## src/rtl/add_sub_rs_pkg.sv

```systemverilog
// add_sub_rs_pkg: shared op encoding and default tag width for the add/sub reservation station.
package add_sub_rs_pkg;

    typedef enum logic {OP_ADD = 1'b0, OP_SUB = 1'b1} op_t;

    localparam int TAG_W_DEF = 4;

endpackage

```

## src/rtl/add_sub_rs_if.sv

```systemverilog
// add_sub_rs_if: dispatch, CDB snoop and issue handshake bundle of the add/sub reservation station.
interface add_sub_rs_if #(
    parameter int WIDTH = 32,
    parameter int TAG_W = 4,
    parameter int DEPTH = 4
);
    import add_sub_rs_pkg::*;

    localparam int CW = $clog2(DEPTH + 1);

    logic             disp_valid;
    logic             disp_ready;
    op_t              disp_op;
    logic [TAG_W-1:0] disp_tag;
    logic             disp_rj;
    logic [WIDTH-1:0] disp_vj;
    logic [TAG_W-1:0] disp_qj;
    logic             disp_rk;
    logic [WIDTH-1:0] disp_vk;
    logic [TAG_W-1:0] disp_qk;
    logic             cdb_valid;
    logic [TAG_W-1:0] cdb_tag;
    logic [WIDTH-1:0] cdb_data;
    logic             ex_valid;
    logic             ex_ready;
    op_t              ex_op;
    logic [WIDTH-1:0] ex_a;
    logic [WIDTH-1:0] ex_b;
    logic [TAG_W-1:0] ex_tag;
    logic [CW-1:0]    count;

    modport master (
        output disp_valid, disp_op, disp_tag, disp_rj, disp_vj, disp_qj, disp_rk, disp_vk, disp_qk,
        output cdb_valid, cdb_tag, cdb_data, ex_ready,
        input  disp_ready, ex_valid, ex_op, ex_a, ex_b, ex_tag, count
    );

    modport slave (
        input  disp_valid, disp_op, disp_tag, disp_rj, disp_vj, disp_qj, disp_rk, disp_vk, disp_qk,
        input  cdb_valid, cdb_tag, cdb_data, ex_ready,
        output disp_ready, ex_valid, ex_op, ex_a, ex_b, ex_tag, count
    );

endinterface

```

## src/rtl/add_sub_rs_entry.sv

```systemverilog
// add_sub_rs_entry: one reservation station slot with dispatch-time bypass and CDB wakeup.
module add_sub_rs_entry
    import add_sub_rs_pkg::*;
#(
    parameter int WIDTH = 32,
    parameter int TAG_W = 4
) (
    input  logic             clk,
    input  logic             rst_n,
    input  logic             flush,
    input  logic             wr,
    input  logic             clr,
    input  op_t              d_op,
    input  logic [TAG_W-1:0] d_tag,
    input  logic             d_rj,
    input  logic [WIDTH-1:0] d_vj,
    input  logic [TAG_W-1:0] d_qj,
    input  logic             d_rk,
    input  logic [WIDTH-1:0] d_vk,
    input  logic [TAG_W-1:0] d_qk,
    input  logic             cdb_valid,
    input  logic [TAG_W-1:0] cdb_tag,
    input  logic [WIDTH-1:0] cdb_data,
    output logic             busy,
    output logic             ready,
    output op_t              op,
    output logic [TAG_W-1:0] tag,
    output logic [WIDTH-1:0] vj,
    output logic [WIDTH-1:0] vk
);

    logic             rj, rk, hit_j, hit_k;
    logic [TAG_W-1:0] qj, qk;

    // On a write the incoming producer tags are snooped, otherwise the stored ones
    assign hit_j = cdb_valid && cdb_tag != '0 && cdb_tag == (wr ? d_qj : qj);
    assign hit_k = cdb_valid && cdb_tag != '0 && cdb_tag == (wr ? d_qk : qk);
    assign ready = busy && rj && rk;

    always_ff @(posedge clk or negedge rst_n) begin
        if (!rst_n) begin
            busy <= 1'b0;
            op   <= OP_ADD;
            tag  <= '0;
            rj   <= 1'b0;
            vj   <= '0;
            qj   <= '0;
            rk   <= 1'b0;
            vk   <= '0;
            qk   <= '0;
        end else if (flush) begin
            busy <= 1'b0;
        end else if (wr) begin
            busy <= 1'b1;
            op   <= d_op;
            tag  <= d_tag;
            rj   <= d_rj || hit_j;
            vj   <= (!d_rj && hit_j) ? cdb_data : d_vj;
            qj   <= d_qj;
            rk   <= d_rk || hit_k;
            vk   <= (!d_rk && hit_k) ? cdb_data : d_vk;
            qk   <= d_qk;
        end else begin
            if (clr) busy <= 1'b0;
            if (busy && !rj && hit_j) begin
                rj <= 1'b1;
                vj <= cdb_data;
            end
            if (busy && !rk && hit_k) begin
                rk <= 1'b1;
                vk <= cdb_data;
            end
        end
    end

endmodule

```

## src/rtl/add_sub_rs.sv

```systemverilog
// add_sub_rs: add/sub reservation station; fills the lowest free slot and issues the lowest ready one.
module add_sub_rs
    import add_sub_rs_pkg::*;
#(
    parameter int WIDTH = 32,
    parameter int TAG_W = TAG_W_DEF,
    parameter int DEPTH = 4
) (
    input logic        clk,
    input logic        rst_n,
    input logic        flush,
    add_sub_rs_if.slave bus
);

    localparam int CW = $clog2(DEPTH + 1);

    logic [DEPTH-1:0] busy, ready, wr, iss;
    op_t              op  [DEPTH];
    logic [TAG_W-1:0] tag [DEPTH];
    logic [WIDTH-1:0] vj  [DEPTH];
    logic [WIDTH-1:0] vk  [DEPTH];
    op_t              ex_op;
    logic [WIDTH-1:0] ex_a, ex_b;
    logic [TAG_W-1:0] ex_tag;
    logic [CW-1:0]    cnt;

    // Isolate the lowest zero of busy and the lowest one of ready
    assign bus.disp_ready = ~&busy;
    assign wr  = (bus.disp_valid && bus.disp_ready) ? (~busy & (busy + DEPTH'(1))) : '0;
    assign iss = ready & (~ready + DEPTH'(1));

    for (genvar i = 0; i < DEPTH; i++) begin : g_ent
        add_sub_rs_entry #(.WIDTH(WIDTH), .TAG_W(TAG_W)) u_ent (
            .clk      (clk),
            .rst_n    (rst_n),
            .flush    (flush),
            .wr       (wr[i]),
            .clr      (iss[i] && bus.ex_ready),
            .d_op     (bus.disp_op),
            .d_tag    (bus.disp_tag),
            .d_rj     (bus.disp_rj),
            .d_vj     (bus.disp_vj),
            .d_qj     (bus.disp_qj),
            .d_rk     (bus.disp_rk),
            .d_vk     (bus.disp_vk),
            .d_qk     (bus.disp_qk),
            .cdb_valid(bus.cdb_valid),
            .cdb_tag  (bus.cdb_tag),
            .cdb_data (bus.cdb_data),
            .busy     (busy[i]),
            .ready    (ready[i]),
            .op       (op[i]),
            .tag      (tag[i]),
            .vj       (vj[i]),
            .vk       (vk[i])
        );
    end

    always_comb begin
        ex_op  = OP_ADD;
        ex_a   = '0;
        ex_b   = '0;
        ex_tag = '0;
        cnt    = '0;
        for (int i = 0; i < DEPTH; i++) begin
            if (iss[i]) begin
                ex_op  = op[i];
                ex_a   = vj[i];
                ex_b   = vk[i];
                ex_tag = tag[i];
            end
            cnt = cnt + CW'(busy[i]);
        end
    end

    assign bus.ex_valid = |ready;
    assign bus.ex_op    = ex_op;
    assign bus.ex_a     = ex_a;
    assign bus.ex_b     = ex_b;
    assign bus.ex_tag   = ex_tag;
    assign bus.count    = cnt;

endmodule

```

## src/flat_wrapper.sv

```systemverilog
// flat-port wrapper written by rule: the top's interface ports become plain ports
module add_sub_rs_flat import add_sub_rs_pkg::*;
#(
    parameter int WIDTH = 32,
    parameter int TAG_W = TAG_W_DEF,
    parameter int DEPTH = 4
)
  (clk, rst_n, flush, bus_disp_valid, bus_disp_op, bus_disp_tag, bus_disp_rj, bus_disp_vj, bus_disp_qj, bus_disp_rk, bus_disp_vk, bus_disp_qk, bus_cdb_valid, bus_cdb_tag, bus_cdb_data, bus_ex_ready, bus_disp_ready, bus_ex_valid, bus_ex_op, bus_ex_a, bus_ex_b, bus_ex_tag, bus_count);
  add_sub_rs_if #(.WIDTH(WIDTH), .TAG_W(TAG_W), .DEPTH(DEPTH)) bus_i ();
  input logic clk;
  input logic rst_n;
  input logic flush;
  input wire logic [$bits(bus_i.disp_valid)-1:0] bus_disp_valid;
  input wire logic [$bits(bus_i.disp_op)-1:0] bus_disp_op;
  input wire logic [$bits(bus_i.disp_tag)-1:0] bus_disp_tag;
  input wire logic [$bits(bus_i.disp_rj)-1:0] bus_disp_rj;
  input wire logic [$bits(bus_i.disp_vj)-1:0] bus_disp_vj;
  input wire logic [$bits(bus_i.disp_qj)-1:0] bus_disp_qj;
  input wire logic [$bits(bus_i.disp_rk)-1:0] bus_disp_rk;
  input wire logic [$bits(bus_i.disp_vk)-1:0] bus_disp_vk;
  input wire logic [$bits(bus_i.disp_qk)-1:0] bus_disp_qk;
  input wire logic [$bits(bus_i.cdb_valid)-1:0] bus_cdb_valid;
  input wire logic [$bits(bus_i.cdb_tag)-1:0] bus_cdb_tag;
  input wire logic [$bits(bus_i.cdb_data)-1:0] bus_cdb_data;
  input wire logic [$bits(bus_i.ex_ready)-1:0] bus_ex_ready;
  output wire logic [$bits(bus_i.disp_ready)-1:0] bus_disp_ready;
  output wire logic [$bits(bus_i.ex_valid)-1:0] bus_ex_valid;
  output wire logic [$bits(bus_i.ex_op)-1:0] bus_ex_op;
  output wire logic [$bits(bus_i.ex_a)-1:0] bus_ex_a;
  output wire logic [$bits(bus_i.ex_b)-1:0] bus_ex_b;
  output wire logic [$bits(bus_i.ex_tag)-1:0] bus_ex_tag;
  output wire logic [$bits(bus_i.count)-1:0] bus_count;
  assign bus_i.disp_valid = bus_disp_valid;
  assign bus_i.disp_op = bus_disp_op;
  assign bus_i.disp_tag = bus_disp_tag;
  assign bus_i.disp_rj = bus_disp_rj;
  assign bus_i.disp_vj = bus_disp_vj;
  assign bus_i.disp_qj = bus_disp_qj;
  assign bus_i.disp_rk = bus_disp_rk;
  assign bus_i.disp_vk = bus_disp_vk;
  assign bus_i.disp_qk = bus_disp_qk;
  assign bus_i.cdb_valid = bus_cdb_valid;
  assign bus_i.cdb_tag = bus_cdb_tag;
  assign bus_i.cdb_data = bus_cdb_data;
  assign bus_i.ex_ready = bus_ex_ready;
  assign bus_disp_ready = bus_i.disp_ready;
  assign bus_ex_valid = bus_i.ex_valid;
  assign bus_ex_op = bus_i.ex_op;
  assign bus_ex_a = bus_i.ex_a;
  assign bus_ex_b = bus_i.ex_b;
  assign bus_ex_tag = bus_i.ex_tag;
  assign bus_count = bus_i.count;
  add_sub_rs #(.WIDTH(WIDTH), .TAG_W(TAG_W), .DEPTH(DEPTH)) u_core (.clk(clk), .rst_n(rst_n), .flush(flush), .bus(bus_i));
endmodule
```

## config.mk

```make
export PLATFORM = sky130hd
export DESIGN_NAME = add_sub_rs_flat
export DESIGN_NICKNAME = d
export VERILOG_FILES = /design/src/rtl/add_sub_rs_pkg.sv /design/src/rtl/add_sub_rs_if.sv /design/src/rtl/add_sub_rs_entry.sv /design/src/rtl/add_sub_rs.sv /design/src/flat_wrapper.sv
export SDC_FILE = /design/constraint.sdc
export NUM_CORES = 1
export LEC_CHECK = 0
export ABC_AREA = 1
export BUFFER_PORTS_ARGS = -buffer_cell sky130_fd_sc_hd__buf_4
export CORE_MARGIN = 4
export CORE_UTILIZATION = 41
export DETAILED_ROUTE_END_ITERATION = 10
export GPL_TIMING_DRIVEN = 0
export PLACE_DENSITY = 0.61
export SYNTH_ARGS = -nofsm -noshare
export SYNTH_HDL_FRONTEND = slang
export SYNTH_SLANG_ARGS = --single-unit
```

## constraint.sdc

```tcl
create_clock -name clk -period 3.8 [get_ports clk]
set_clock_uncertainty 0.05 [all_clocks]
set_input_delay 0.76 -clock clk [delete_from_list [all_inputs] [get_ports clk]]
set_output_delay 0.76 -clock clk [all_outputs]
set_load 0.01 [all_outputs]
```

Yosys cells after proc, flatten, opt, wreduce, memory -nomap -nowiden
Index checks and enable logic that the tools add are counted.

Add/sub/neg operators: 5. Eq/ne operators: 8. Muxes and demuxes: 77. Bitwise operators: 5. Reductions and logical operators: 92.

Operator list (number): 32-bit 2-to-1 mux (32); 4-bit 2-to-1 mux (13); 1-bit logical AND (46); 4-bit equality test (8); 1-bit 2-to-1 mux (32); 2-bit AND reduction (12); 2-bit nonzero test (8); 3-bit nonzero test (4); 1-bit logical NOT (11); 4-bit by 1-bit adder with 4-bit output (second input constant) (2); 4-bit AND (2); 1-bit logical OR (8); 4-bit inverter (2); 3-bit by 1-bit adder with 3-bit output (2); 4-bit AND reduction (1); 4-bit nonzero test (1); 4-bit OR reduction (1); 1-bit by 1-bit adder with 2-bit output (1); 1-bit inverter (1).

Register bits: 320. Input bits: 121.

Depth between registers and ports, before layout
Gate-level depths: netlist of the first run.

Depth after elaboration: 10. Depth in mapped cells: 16. Gate-level depth less buffers: 14.

Hierarchy
A second synthesis of the first run with hierarchy kept.

Cells, all modules: 3152. Area total of the unflattened synthesis: 20930.1 µm².

By module, submodules not included: add_sub_rs_entry (instances 4, cells an instance 644, area an instance 4534.3 µm², seq. area each 2001.9 µm²); add_sub_rs (instances 1, cells an instance 576, area an instance 2792.7 µm², seq. area each 0.0 µm²).

Worst setup path after synthesis of the first run
OpenSTA, ideal clock, no wires.

Path kind: register to output. From: register u_core.g_ent[0].u_ent.busy. To: output bus_ex_b[23]. Arrival time: 1.773 ns. Required time: 2.990 ns. Slack: 1.217 ns. Stages on the path, launching flop included: 9. Path buffers: 3. Path through: dfrtp_1 buf_2 nand3_1 nand2_1 nor2_1 clkbuf_1 buf_1 a21oi_1 nand2_1.

Cells in the longest elaborated chain, start to end: 9.

RTL lines: start: declaration (RTL line add_sub_rs_entry.sv:24) `output logic busy,`; start signal: assignment (RTL line add_sub_rs_entry.sv:42) `busy <= 1'b0;`; start signal: assignment (RTL line add_sub_rs_entry.sv:52) `busy <= 1'b0;`; start signal: assignment (RTL line add_sub_rs_entry.sv:54) `busy <= 1'b1;`; 1-bit logical AND * (2 in series) (RTL line add_sub_rs_entry.sv:38) `assign ready = busy && rj && rk;`; 4-bit inverter (RTL line add_sub_rs.sv:30) `assign iss = ready & (~ready + DEPTH'(1));`; 4-bit by 1-bit adder with 4-bit output (RTL line add_sub_rs.sv:30); 4-bit AND * (RTL line add_sub_rs.sv:30); 32-bit 2-to-1 mux (3 in series) (RTL line add_sub_rs.sv:66) `if (iss[i]) begin`; 32-bit 2-to-1 mux * (RTL line add_sub_rs.sv:66); end: declaration (RTL line flat_wrapper.sv:30) `output wire logic [$bits(bus_i.ex_b)-1:0] bus_ex_b;`.

Mark *: on every way between the ends. The rest lies on a longest branch, timed or not.

Final worst setup path of the first run
From: register u_core.g_ent[3].u_ent.busy. To: output bus_ex_b[23].

Cells in the longest elaborated chain, start to end: 6.

RTL lines (RTL line): start: declaration (add_sub_rs_entry.sv:24); start signal: assignment (add_sub_rs_entry.sv:42); start signal: assignment (add_sub_rs_entry.sv:52); start signal: assignment (add_sub_rs_entry.sv:54); 1-bit logical AND * (2 in series) (add_sub_rs_entry.sv:38); 4-bit inverter (add_sub_rs.sv:30); 4-bit by 1-bit adder with 4-bit output (add_sub_rs.sv:30); 4-bit AND * (add_sub_rs.sv:30); 32-bit 2-to-1 mux * (add_sub_rs.sv:66).

Marks and branches as above.

==> results_dict.tcl, run 1 <==
set metrics [dict create \
    max_stage_delay_ps 650 \
    yosysSeqAreaShare_pct 42.1 \
    drt-initial-drc-count 2910 \
    dp.cells 3560 \
    cp_slowest_cell "nor3_4" \
    worst_pin_slew_ps 1070 \
    die_h_microns 223 \
    p_comb_share_pct 23.7 \
    internal-power_mw 7.39 \
    dp_hpwl_microns 60000 \
    p_sw_share_pct 33.1 \
    grt_pass1_wl_microns 125000 \
    cts_sinks 320 \
    grt_overflow_total 0 \
    synthesis.nets 2890 \
    hp-class "in2async" \
    post-route-cell-area_sq_mm 0.0227 \
    p_sw_mw 3.66 \
    yosysWarningCount 0 \
    worstPathCellList "inv_1 > nor3_4 > clkbuf_1 > nand3_1 > nand2_1 > buf_4" \
    crit_path_start_kind "flop" \
    postSynthAreaPerCell_sq_um 6.87 \
    setup_slack_ps 3.74 \
    path_class "reg2out" \
    initial_core_util_pct 41.7 \
    vdd_drop_max_mv 0.282 \
    final-setup-viol-count 0 \
    cp_data_required_time_ps 2990 \
    p_leak_nw 12.2 \
    grt_max_degree 96 \
    gp_congestion 0.990 \
    path_clk_slew_ps 60 \
    regToRegSetupSlack_ps 180 \
    critPathArrivalTime_ps 2990 \
    detail_route.wl_per_cell_microns 23.1 \
    area_growth_pct 19.5 \
    end_kind "output port" \
    rsz0062_at_grt "false" \
    die-area_sq_mm 0.0499 \
    cts_tree "built" \
    reg2regPathDepth 14 \
    hold_buffers 0 \
    synth_seq_cells 320 \
    fin_util_pct 49.8 \
    fin_crit_sh_pct 99.9 \
    insertedDiodeCount 0 \
    period_needed_ps 3800 \
    fin_tns_setup_ps 0 \
    grt_usage_pct 32.3 \
    first_pass_iters 6 \
    drv_cap 0 \
    via_per_inst 5.86 \
    max_freq_mhz 263 \
    relSlewSlack_pct 28.5 \
    synth_cell_types 29 \
    cp_max_fo 10 \
    hold_ws_ps 108 \
    reg2reg_to "u_core.g_ent[1].u_ent.vk[30]" \
    dr_total_vias 21271 \
    status "finished, final reports clean" \
    r2r-start "u_core.g_ent[1].u_ent.busy" \
    hold_viol 0 \
    power_density_mw_per_mm2 486 \
    die_w_microns 223 \
    fin_nets 3133 \
    numCtsBuffers 39 \
    ant_nets 0 \
    syn_area_sq_mm 0.0190 \
    syn_inst 2765 \
    p_total_mw 11.0 \
    grt_pass1_vias 19957 \
    routed_wl_microns 83700 \
    slew_violations 0 \
    fin_cells 3631 \
    h-tree-depth 2 \
    io_buffers 192 \
    power.share.clock_pct 34.7 \
    root_buffer "clkbuf_16" \
    core_sq_mm 0.0456 \
    pre_cts_ws_ps -556 \
    drc 0 \
    drive_above_1_share_pct 12.6 \
    io_pins 195 \
    dpl_cell_area_sq_mm 0.0213 \
    rows 78 \
    cts_buffer_depth 3 \
    pwr-share-seq_pct 41.6 \
    worstSkewPairLatency_ps 570 \
    grt_antenna_before_repair 2 \
    fill_cells 4635 \
]
-- critical path, delay by kind of cell, from the launching register on --
kind                   cells  cell delay [ps]
buffers and inverters      3              910
flip-flops                 1              510
AND/OR/NAND/NOR            3              980
-- logic make-up (layout without fill, tap and decap cells) --
| family | count (synthesis) | in the layout | synth area share, % |
|---|---|---|---|
| AO/OA/AOI/OAI | 230 | 230 | 6.72 |
| AND/OR/NAND/NOR | 1712 | 1712 | 40.2 |
| flip-flops | 320 | 320 | 42.1 |
| XOR/XNOR | 3 | 3 | 0.138 |
| buffers and inverters | 496 | 762 | 10.6 |
| adder cells (fa/ha/maj) | 4 | 4 | 0.303 |
-- routing by layer --
metal	vias to the layer above	wire, microns	global-route usage, %
met5	-	13	0
met4	2	4130	14.9
met3	232	8580	7.17
met2	1274	36500	48.9
met1	10204	34500	44.4
li1	9559	-	-
-- state kept, by name (all words and copies together) (netlist names) --
name / count
u_core.g_ent.u_ent.op: 4
u_core.g_ent.u_ent.vk: 128
u_core.g_ent.u_ent.qj: 16
u_core.g_ent.u_ent.rk: 4
u_core.g_ent.u_ent.vj: 128
u_core.g_ent.u_ent.qk: 16
u_core.g_ent.u_ent.rj: 4
u_core.g_ent.u_ent.tag: 16
u_core.g_ent.u_ent.busy: 4
-- cells in the final DEF, fill, tap and decap left out, drive strengths merged --
cell type / instances
nor4: 1
o21ai: 80
dfrtp: 320
nand3: 821
a21oi: 69
inv: 291
o21a: 7
clkinvlp: 3
nor2: 34
o2111ai: 4
o211ai: 5
nor3: 2
ha: 3
xor2: 2
xnor2: 1
nand4: 27
nand2: 827
fa: 1
buf: 276
clkbuf: 186
bufinv: 3
clkinv: 3
o22ai: 65
-- worst max path at each step --
stage / to / slack, ps / depth (start not counted) / start
after detailed placement: bus_ex_b[25] / -560 / 9 / u_core.g_ent[0].u_ent.busy
after CTS: bus_ex_b[25] / 90 / 9 / u_core.g_ent[0].u_ent.busy
after global placement: u_core.g_ent[3].u_ent.vj[4] / -1310 / 1 / rst_n
after global routing: u_core.g_ent[1].u_ent.vk[30] / 7 / 14 / u_core.g_ent[1].u_ent.busy
after floorplan: bus_ex_b[23] / 1220 / 8 / u_core.g_ent[0].u_ent.busy
final: bus_ex_b[23] / 4 / 6 / u_core.g_ent[3].u_ent.busy
-- cell type report --
cell class                 count  area [sq um]  area share [%]
buffer                       205           946            4.16
timing repair buffer         202          1610            7.08
clock inverter                 9           128           0.562
sequential                   320          8010            35.3
multi-input combinational   1949          9040            39.8
clock buffer                  55          1140            5.01
tap                          600           751            3.31
inverter                     291          1090            4.81
-- cell usage after synthesis --
library cell  count  share of area, %
nand2_2           3             0.099
buf_4            19              0.75
nand3_2           3              0.16
nor2_2            9              0.30
fa_1              1              0.11
o21ai_1           8              0.21
xor2_1            2             0.092
nor2_1           25              0.49
o211ai_1          5              0.20
clkbuf_1        132               2.6
o21ai_0          72               1.9
ha_1              3              0.20
inv_2             7              0.14
dfrtp_1         320                42
a21oi_1          69               1.8
o2111ai_1         4              0.18
nand4_2          10              0.66
nor3_1            2             0.053
buf_1            11              0.22
inv_1           284               5.6
nor4_1            1             0.033
nand3_1         818                22
o21a_1            7              0.28
nand4_1          17              0.56
o22ai_1          65               2.1
buf_2            40               1.1
buf_6             3              0.18
xnor2_1           1             0.046
nand2_1         824                16
-- repair_timing --
| action | in CTS | in global routing |
|---|---|---|
| pin swaps | 2 | 2 |
| setup buffers | 3 | 4 |
| setup endpoints to repair | 70 | 37 |
| gates resized for setup | 30 | 5 |
-- power by group through the flow --
stage / sequential [mW] / clock, mW / combinational (mW)
2_1_floorplan: 4.50 / 0 / 1.64
6_report: 4.60 / 3.83 / 2.62
3_3_place_gp: 4.60 / 0 / 2.49
5_1_grt: 4.66 / 3.99 / 2.92
4_1_cts: 4.57 / 3.86 / 2.58
3_5_place_dp: 4.63 / 0 / 2.55
Note: power is estimated with default switching activity, not from simulation.
==> inputs of run 2 (changes only) <==
SYNTH_HIERARCHICAL = 1   (was default)
==> run 2 against run 1 <==
Effect of this change: register-to-register slack improved by 20 ps; clock power about the same; maximum frequency increased by 1.4%; hold slack got worse by 14 ps.
==> results_dict.tcl, run 2 <==
set metrics [dict create \
    cp_data_required_time_ps 2990 \
    drv_cap 0 \
    p_comb_share_pct 23.3 \
    crit_path_start_kind "flop" \
    gp_congestion 0.972 \
    syn_inst 3152 \
    crit_family "buffers and inverters" \
    layout_common_cells "nand2_1, nand3_1, inv_1" \
    fin_cells 4094 \
    h-tree-depth 2 \
    grt_pass1_vias 21073 \
    synth_top_area_share_pct 38.3 \
    cts_tree "built" \
    cp_slowest_cell "clkbuf_1" \
    hold_buffers 0 \
    synthesis.nets 3278 \
    dp_hpwl_microns 62300 \
    syn_area_sq_mm 0.0209 \
    grt_overflow_total 0 \
    ant_nets 0 \
    synth.area.top_cells "dfrtp_1, nand2_1, nand3_1" \
    numCtsBuffers 39 \
    grt_usage_pct 30.7 \
    die_h_microns 234 \
    pwr-share-seq_pct 41.6 \
    hold_ws_ps 94.6 \
    io_buffers 194 \
    yosysMostFrequentCell "nand2_1" \
    area_growth_pct 17.6 \
    top_regs "u_core/g_ent.u_ent/vj (128), u_core/g_ent.u_ent/vk (128)" \
    async_reset_ff_share_pct 100 \
    dr_total_vias 22494 \
    grt_antenna_before_repair 2 \
    hold_viol 0 \
    critPathArrivalTime_ps 2940 \
    first_pass_iters 8 \
    path_class "reg2out" \
    dpl_cell_area_sq_mm 0.0233 \
    post_cts_buffers 0 \
    synthFlopType "dfrtp_1" \
    synth_cell_types 31 \
    status "finished, final reports clean" \
    fill_cells 5203 \
    post-route-cell-area_sq_mm 0.0246 \
    p_sw_mw 3.65 \
    die-area_sq_mm 0.0547 \
    fin_nets 3516 \
    core_sq_mm 0.0503 \
    detail_route.wl_per_cell_microns 21.1 \
    power.share.clock_pct 35.2 \
    max_stage_delay_ps 720 \
    drc 0 \
    worstSkewPairLatency_ps 570 \
    relSlewSlack_pct 38.9 \
    slew_violations 0 \
    cp_max_fo 10 \
    postSynthAreaPerCell_sq_um 6.64 \
    fin_util_pct 48.9 \
    grt_max_degree 116 \
    io_pins 195 \
    postCtsResizedCells 0 \
    synth_commonest_cells "nand2_1, nand3_1, inv_1, dfrtp_1, nand4_1" \
    synth_edf_count 0 \
    drive_above_1_share_pct 13.9 \
    worst_pin_slew_ps 916 \
    yosysSeqAreaShare_pct 38.3 \
    via_per_inst 5.49 \
    cts_sinks 320 \
    fin_crit_sh_pct 98.6 \
    internal-power_mw 7.30 \
    yosysWarningCount 6 \
    p_sw_share_pct 33.3 \
    path_clk_slew_ps 60 \
    worstPathCellList "nand2_1 > nor2_1 > clkbuf_2 > clkbuf_1 > nand4_1 > nand3_1 > buf_4" \
    p_leak_nw 14.3 \
    end_kind "output port" \
    routed_wl_microns 86400 \
    rows 82 \
    period_needed_ps 3750 \
    power_density_mw_per_mm2 445 \
    dp.cells 4021 \
    initial_core_util_pct 41.6 \
    cts_buffer_depth 3 \
    hp-class "in2async" \
    layout_commonest_cell "nand2_1" \
    grt_pass1_wl_microns 127000 \
    critical_path_buf_inv_count 3 \
    drt-initial-drc-count 2981 \
    synth_top_area_cell "dfrtp_1" \
    vdd_drop_max_mv 0.282 \
    synth_seq_cells 320 \
    max_freq_mhz 267 \
    rsz0062_at_grt "false" \
    pre_cts_ws_ps 404 \
    root_buffer "clkbuf_16" \
    final-setup-viol-count 0 \
    die_w_microns 234 \
    setup_slack_ps 54.8 \
]
[run 2: cell count changes in the layout (fill, tap and decap cells not counted), sizes merged, moves of 24 or more]
cell | previous run | this run
a21oi | 69 | 8
o21ai | 80 | 24
nand4 | 27 | 81
nand3 | 821 | 770
o22ai | 65 | 0
nand2 | 827 | 1138
buf | 276 | 333
inv | 291 | 531
mux2 | 0 | 24
clkbuf | 186 | 120
[run 2: final timing paths]
kind                       depth (start not counted)                   startpoint  slack [ps]                           end
max                                                7   u_core/g_ent[3].u_ent/busy          50                   bus_ex_a[2]
min                                                1                        rst_n          90   u_core/g_ent[3].u_ent/vk[7]
max reg2reg                                       11   u_core/g_ent[0].u_ent/busy         200   u_core/g_ent[2].u_ent/vk[7]
min reg2reg                                        2  u_core/g_ent[3].u_ent/qk[1]         420   u_core/g_ent[3].u_ent/qk[1]
max in group asynchronous                          3                        rst_n        2250  u_core/g_ent[3].u_ent/vj[13]
min in group clk                                   2              bus_disp_tag[2]         410  u_core/g_ent[3].u_ent/tag[2]
[run 2: final cells by class]
cell class / count / area, sq um / area share [%]
Multi-Input combinational cell: 2107 / 9650 / 39.2
Sequential cell: 320 / 8010 / 32.5
Inverter: 528 / 1990 / 8.09
Timing Repair Buffer: 197 / 1550 / 6.28
Buffer: 197 / 1280 / 5.21
Clock buffer: 59 / 1160 / 4.72
Tap cell: 672 / 841 / 3.42
Clock inverter: 12 / 124 / 0.503
Antenna cell: 2 / 5.00 / 0.0203
[run 2: power groups by stage]
stage                     combinational [mW]  sequential (mW)  clock [mW]
after floorplan                         1.59             4.47           0
after global placement                  2.44             4.56           0
after detailed placement                2.50             4.58           0
after CTS                               2.52             4.53        3.91
after global routing                    2.81             4.63        4.03
final                                   2.55             4.56        3.85
[run 2: worst register-to-register path, cell delays in order, from the launching register on]
cell and delay [ps]:
dfrtp_1 490, ha_1 270, nand3_1 110, nand2_1 150, nor3_1 210, buf_4 210, buf_6 190, clkbuf_1 670
clkbuf_1 730, nand3_1 160, nand3_1 160, nand2_1 70
[run 2: logic make-up (layout without fill, tap and decap cells)]
kind of cell / after synthesis / in the layout / synth area share [%]
mux: 24 / 24 / 1.29
simple gates: 2034 / 2034 / 43.0
fa+ha+maj: 5 / 5 / 0.335
other cells: 0 / 2 / 0
xor+xnor: 4 / 4 / 0.311
compound gates: 40 / 40 / 1.15
flops: 320 / 320 / 38.3
buf+inv: 725 / 993 / 15.6
[run 2: per-layer routing]
| metal | track usage [%] | part of all wire [%] | wire [microns] | up-vias |
|---|---|---|---|---|
| met3 | 4.82 | 10 | 8630 | 236 |
| met2 | 48.6 | 45 | 39100 | 1290 |
| li1 | - | - | - | 10306 |
| met1 | 41.3 | 40 | 34600 | 10662 |
| met4 | 14.6 | 4.8 | 4130 | 0 |
| met5 | 0 | 0 | 0 | - |
[run 2: metrics by stage]
stage	setup TNS (ps)	total power [mW]
final	0	11.0
after global routing	0	11.5
after CTS	0	11.0
after detailed placement	0	7.09
after global placement	-397360	7.00
after floorplan	0	6.06
